==> src/rtl/packer_pkg.sv <==
// Shared constants and types for the quad-word packer that feeds the
// four-input signed adder.
package packer_pkg;

    // Width of every data word (signed, two's complement).
    localparam int WIDTH = 25;

    // Words per frame; the adder has exactly four word inputs.
    localparam int LANES = 4;

    // Fill count spans 0..LANES, so it needs one bit more than a lane index.
    localparam int FC_W = 3;

    // Width of the delivered-frame counter.
    localparam int FRAME_COUNT_W = 16;

    typedef logic signed [WIDTH-1:0] word_t;

endpackage : packer_pkg

==> src/rtl/quad_word_packer.sv <==
// Packs a serial stream of signed words into four-word frames for the
// adder. A fill buffer collects the next frame while the output buffer
// holds the previous one for the consumer, giving one word per clock
// sustained throughput.
//
// Handshakes: a word moves on any rising edge where in_valid_i and
// in_ready_o are both high; a frame moves on any rising edge where
// out_valid_o and out_ready_i are both high. in_ready_o depends only on
// registered state and reset, never on out_ready_i. Once out_valid_o
// rises, it and word_*_o stay put until the frame moves.
module quad_word_packer
    import packer_pkg::*;
(
    input  logic                     clk_i,
    input  logic                     rst_n_i,
    input  logic [WIDTH-1:0]         in_data_i,
    input  logic                     in_valid_i,
    output logic                     in_ready_o,
    input  logic                     flush_i,
    output logic [WIDTH-1:0]         word_0_o,
    output logic [WIDTH-1:0]         word_1_o,
    output logic [WIDTH-1:0]         word_2_o,
    output logic [WIDTH-1:0]         word_3_o,
    output logic                     out_valid_o,
    input  logic                     out_ready_i,
    output logic [FRAME_COUNT_W-1:0] frame_count_o,
    output logic [FC_W-1:0]          fill_count_o
);

    localparam logic [FC_W-1:0] FC_FULL = FC_W'(LANES);

    // Fill buffer: lanes plus count of lanes already written (0..4).
    word_t                    fill_q [LANES];
    word_t                    fill_d [LANES];
    logic [FC_W-1:0]          fc_q;
    logic [FC_W-1:0]          fc_d;

    // Output buffer presented to the adder.
    word_t                    word_q [LANES];
    word_t                    word_d [LANES];
    logic                     out_valid_q;
    logic                     out_valid_d;

    logic [FRAME_COUNT_W-1:0] frame_count_q;
    logic [FRAME_COUNT_W-1:0] frame_count_d;

    // Per-edge decode.
    logic                     accept;
    logic                     fire;
    logic                     out_free;
    logic                     pad;
    logic                     complete;
    logic [FC_W-1:0]          cnt_acc;

    // Room for a word whenever the fill buffer is not holding a finished frame.
    assign in_ready_o = rst_n_i && (fc_q < FC_FULL);

    // Next-state for both buffers: accept first, then padding, then hand-off.
    always_comb begin
        accept        = in_valid_i && in_ready_o;
        fire          = out_valid_q && out_ready_i;
        out_free      = !out_valid_q || out_ready_i;

        for (int i = 0; i < LANES; i++) begin
            fill_d[i] = fill_q[i];
            word_d[i] = word_q[i];
        end

        // Count after this edge's accept; the new word lands before padding.
        cnt_acc = fc_q;
        if (accept) begin
            fill_d[fc_q[1:0]] = word_t'(in_data_i);
            cnt_acc           = fc_q + FC_W'(1);
        end

        // Flush only closes a frame that has at least one word and is not
        // already full; an empty or already-complete buffer ignores it.
        pad = flush_i && (cnt_acc != '0) && (cnt_acc != FC_FULL);
        if (pad) begin
            for (int i = 0; i < LANES; i++) begin
                if (FC_W'(i) >= cnt_acc) begin
                    fill_d[i] = '0;
                end
            end
        end

        complete      = (cnt_acc == FC_FULL) || pad;

        fc_d          = cnt_acc;
        out_valid_d   = out_valid_q && !out_ready_i;
        frame_count_d = frame_count_q + FRAME_COUNT_W'(fire);

        if (complete) begin
            if (out_free) begin
                for (int i = 0; i < LANES; i++) begin
                    word_d[i] = fill_d[i];
                end
                out_valid_d = 1'b1;
                fc_d        = '0;
            end else begin
                // Park the finished (possibly padded) frame until the
                // output buffer frees up.
                fc_d = FC_FULL;
            end
        end
    end

    // State registers; reset discards partial and pending frames.
    always_ff @(posedge clk_i) begin
        if (!rst_n_i) begin
            for (int i = 0; i < LANES; i++) begin
                fill_q[i] <= '0;
                word_q[i] <= '0;
            end
            fc_q          <= '0;
            out_valid_q   <= 1'b0;
            frame_count_q <= '0;
        end else begin
            for (int i = 0; i < LANES; i++) begin
                fill_q[i] <= fill_d[i];
                word_q[i] <= word_d[i];
            end
            fc_q          <= fc_d;
            out_valid_q   <= out_valid_d;
            frame_count_q <= frame_count_d;
        end
    end

    assign word_0_o      = word_q[0];
    assign word_1_o      = word_q[1];
    assign word_2_o      = word_q[2];
    assign word_3_o      = word_q[3];
    assign out_valid_o   = out_valid_q;
    assign frame_count_o = frame_count_q;
    assign fill_count_o  = fc_q;

endmodule : quad_word_packer
==> config.mk <==
export PLATFORM = sky130hd
export DESIGN_NAME = quad_word_packer
export DESIGN_NICKNAME = d
export VERILOG_FILES = /design/src/rtl/packer_pkg.sv /design/src/rtl/quad_word_packer.sv
export SDC_FILE = /design/constraint.sdc
export NUM_CORES = 1
export LEC_CHECK = 0
export CORE_ASPECT_RATIO = 1.2
export CORE_MARGIN = 1
export CORE_UTILIZATION = 51
export DETAILED_ROUTE_END_ITERATION = 16
export GPL_TIMING_DRIVEN = 1
export HOLD_SLACK_MARGIN = 0.08
export PLACE_DENSITY = 0.75
export SLEW_MARGIN = 20
export SYNTH_ARGS = -nofsm -noshare
export SYNTH_HDL_FRONTEND = slang
export SYNTH_SLANG_ARGS = --single-unit
==> constraint.sdc <==
create_clock -name clk_i -period 2.91 [get_ports clk_i]
set_clock_uncertainty 0.05 [all_clocks]
set_input_delay 0.4365 -clock clk_i [delete_from_list [all_inputs] [get_ports clk_i]]
set_output_delay 0.4365 -clock clk_i [all_outputs]
set_load 0.01 [all_outputs]
==> results.yml <==
run_status:
  status: "complete, no violations"
worst_setup_path:
  timing.rr.start: "fill_count_o[1]"
  crit_path_end_kind: "register"
  crit_family: "multiplexers"
  critPathRequiredTime_ps: 3230
  slowest_stage: "dfxtp_1"
  critical_path_class: "reg -> reg"
  crit_chain: "inv_1, ha_1, and2b_1, mux2i_4, mux2i_4, buf_12, nor2_4, buf_12, o22a_1"
  crit_buf_inv: 3
  max_stage_delay_ps: 450
  cp_max_fo: 39
  setup.worst_path.start: "fill_count_o[1]"
  arrival_ps: 2940
  cp-start-kind: "register"
grt:
  grt_max_degree: 90
  grt_pass1_wl_mm: 30.03
  use_met3_pct: 3.567
  busiest_layer: "met2"
  use_met2_pct: 43.67
  track_usage_pct: 24.50
  grt_overflow: 0
  grt_pass1_vias: 5807
  antenna_found_initial: 0
  use_met1_pct: 30.77
logic_synthesis:
  syn-cell-area_mm2: 0.007670
  synth_area_leaders: "dfxtp_1, mux2i_1, o22a_1"
  synth-edff-count: 0
  synth_cell_types: 38
  ys_seq_elements: 220
  synth.most_common_cell: "dfxtp_1"
  seq_area_frac_synth_pct: 57.42
  synth_top_area_cell: "dfxtp_1"
  async_reset_ff_share_pct: 0
  ys.flop_type: "dfxtp_1"
  synth_nets: 760
  yosys_warnings: 0
  synthCells: 724
  synth_top_area_share_pct: 57.42
  netlist_top_cells_count: "dfxtp_1, nor2_1, mux2i_1"
  syn_avg_cell_area_um2: 10.59
placed_design:
  dpl-instance-area_mm2: 0.009513
  dp.cells: 1048
  hpwl_mm: 12.94
  pre_cts_ws_ps: 189.4
  io_buffers: 150
  gp_congestion: 0.7859
floorplan:
  die_w_um: 114.0
  initial_core_util_pct: 52.77
  pin_count: 151
  die_h_um: 136.3
  core-area_mm2: 0.01453
  die_area_mm2: 0.01554
  rows: 48
power_and_ir_drop:
  seq_power_share_pct: 44.6
  power.density_mw_per_mm2: 762.9
  switching_power_mw: 2.047
  p_leak_nw: 4.419
  pwr-share-comb_pct: 20.7
  p_clk_share_pct: 34.7
  vdd_drop_max_uv: 647.3
  swShare_pct: 26.27
  finalPower_mw: 7.793
  p_int_mw: 5.746
clocking:
  cts-root-buf: "clkbuf_16"
  cts_sinks: 220
  cts_made_buffers: 21
  cts.repair.resized: 0
  cts.clk_slew.worst_paths_ps: 60
  clockBufferDepth: 3
  clock_latency_ps: 490
  cts_hold_buffers: 0
  cts_setup_buffers: 0
  cts-htree-levels: 1
  cts_tree: "done"
route:
  drt_wl_total_mm: 18.98
  vias_per_cell: 5.455
  first_pass_iters: 4
  wl_per_cell_um: 17.49
  dr_total_vias: 5919
  drt_first_iter_violations: 287
  drc: 0
  antenna_left: 0
worst_hold_path:
  min_path_type: "reg -> reg"
  hp-start: "fill_q[3][3]"
timing:
  rsz0062_at_grt: "false"
  finalSetupViolCount: 0
  finalSetupTns_ps: 0
  period_needed_ps: 2620
  finalHoldViolCount: 0
  slew_viol_final: 0
  fmax_ghz: 0.3817
  worst_pin_slew_ps: 623.7
  relSlewSlack_pct: 58.42
  finalCritPeriodShare_pct: 90.03
  setup_ws_ps: 290.2
run:
  drv_cap: 0
cells_and_area:
  fin_area_mm2: 0.01021
  synthToLayoutAreaGrowth_pct: 33.18
  fin_nets: 907
  finalNonFillerCells: 1085
  drive_gt1_share_pct: 8.475
  antenna_cells: 0
  nFillCells: 1125
routing by layer:
metal,vias to the layer above,routed length [um]
met5,-,0
met3,29,1055
li1,2841,-
met4,0,335
met1,2860,8019
met2,189,9566
kinds of logic after synthesis:
family | share of synthesized area, %
flops | 57.42
simple gates | 12.30
compound gates | 13.70
mux | 10.65
buf+inv | 3.458
xor+xnor | 1.485
fa+ha+maj | 0.9788
cell usage in the layout (no fill, tap or decap), types with 2 or more instances in the layout:
cell type	netlist	routed
a211oi_1	25	25
a21oi_1	31	31
a31oi_1	3	3
and2_1	8	8
buf_12	0	9
buf_4	8	16
clkbuf_1	18	4
clkbuf_16	0	21
clkbuf_8	0	8
clkdlybuf4s50_1	0	150
dfxtp_1	220	220
ha_1	6	6
inv_1	3	3
mux2i_1	78	77
mux2i_4	1	3
nand2_1	61	60
nand2_2	1	2
nand2b_1	3	3
nand3_1	8	8
nand4_1	3	3
nor2_1	92	91
nor3_1	21	21
nor3_2	6	6
o21ai_0	2	2
o22a_1	50	50
o2bb2ai_1	25	25
or3_1	2	2
xnor2_1	7	7
xor2_1	6	6
registers in the layout, indices dropped and copies added (netlist names):
name / flops
fill_q: 100
frame_count_o: 16
fill_count_o: 3
word_q: 100
out_valid_o: 1
area by class of cell:
class / instances / area (um2) / share of cell area, %
clock buffers: 33 / 650.6 / 6.369
multi-input cells: 449 / 3042 / 29.78
inverters: 4 / 15.01 / 0.1470
well taps: 200 / 250.2 / 2.450
repair buffers: 175 / 1802 / 17.64
flip-flops and latches: 220 / 4404 / 43.12
clock inverters: 4 / 51.30 / 0.5022
power by group through the flow:
stage | logic [mW] | clock network [mW] | registers (mW)
after detailed placement | 1.61 | 0 | 3.54
after floorplan | 0.680 | 0 | 3.61
after CTS | 1.62 | 2.75 | 3.48
final | 1.61 | 2.70 | 3.48
after global placement | 1.57 | 0 | 3.53
after global routing | 1.73 | 2.86 | 3.50
through the flow:
| stage | hold slack, ps | util [%] |
|---|---|---|
| 2_1_floorplan | 388.6 | - |
| 3_5_place_dp | 395.4 | 65.45 |
| 3_3_place_gp | 395.9 | 65.45 |
| 4_1_cts | 411.7 | 70.28 |
| 5_1_grt | 426.4 | 70.28 |
| 6_report | 410.9 | 70.28 |
worst min-delay path, stage by stage (launching register included):
cell,delay [ps]
dfxtp_1,300
nand2_1,40
a21oi_1,70
worst paths after layout:
check                           slack (ps)  cells past startpoint            end
worst min-delay path                   410                      2   fill_q[3][3]
worst max register to register         290                      9  word_q[0][80]
worst min register to register         410                      2   fill_q[3][3]
worst max-delay path                   290                      9  word_q[0][80]
No activity file was read; power rests on OpenSTA's default activity.
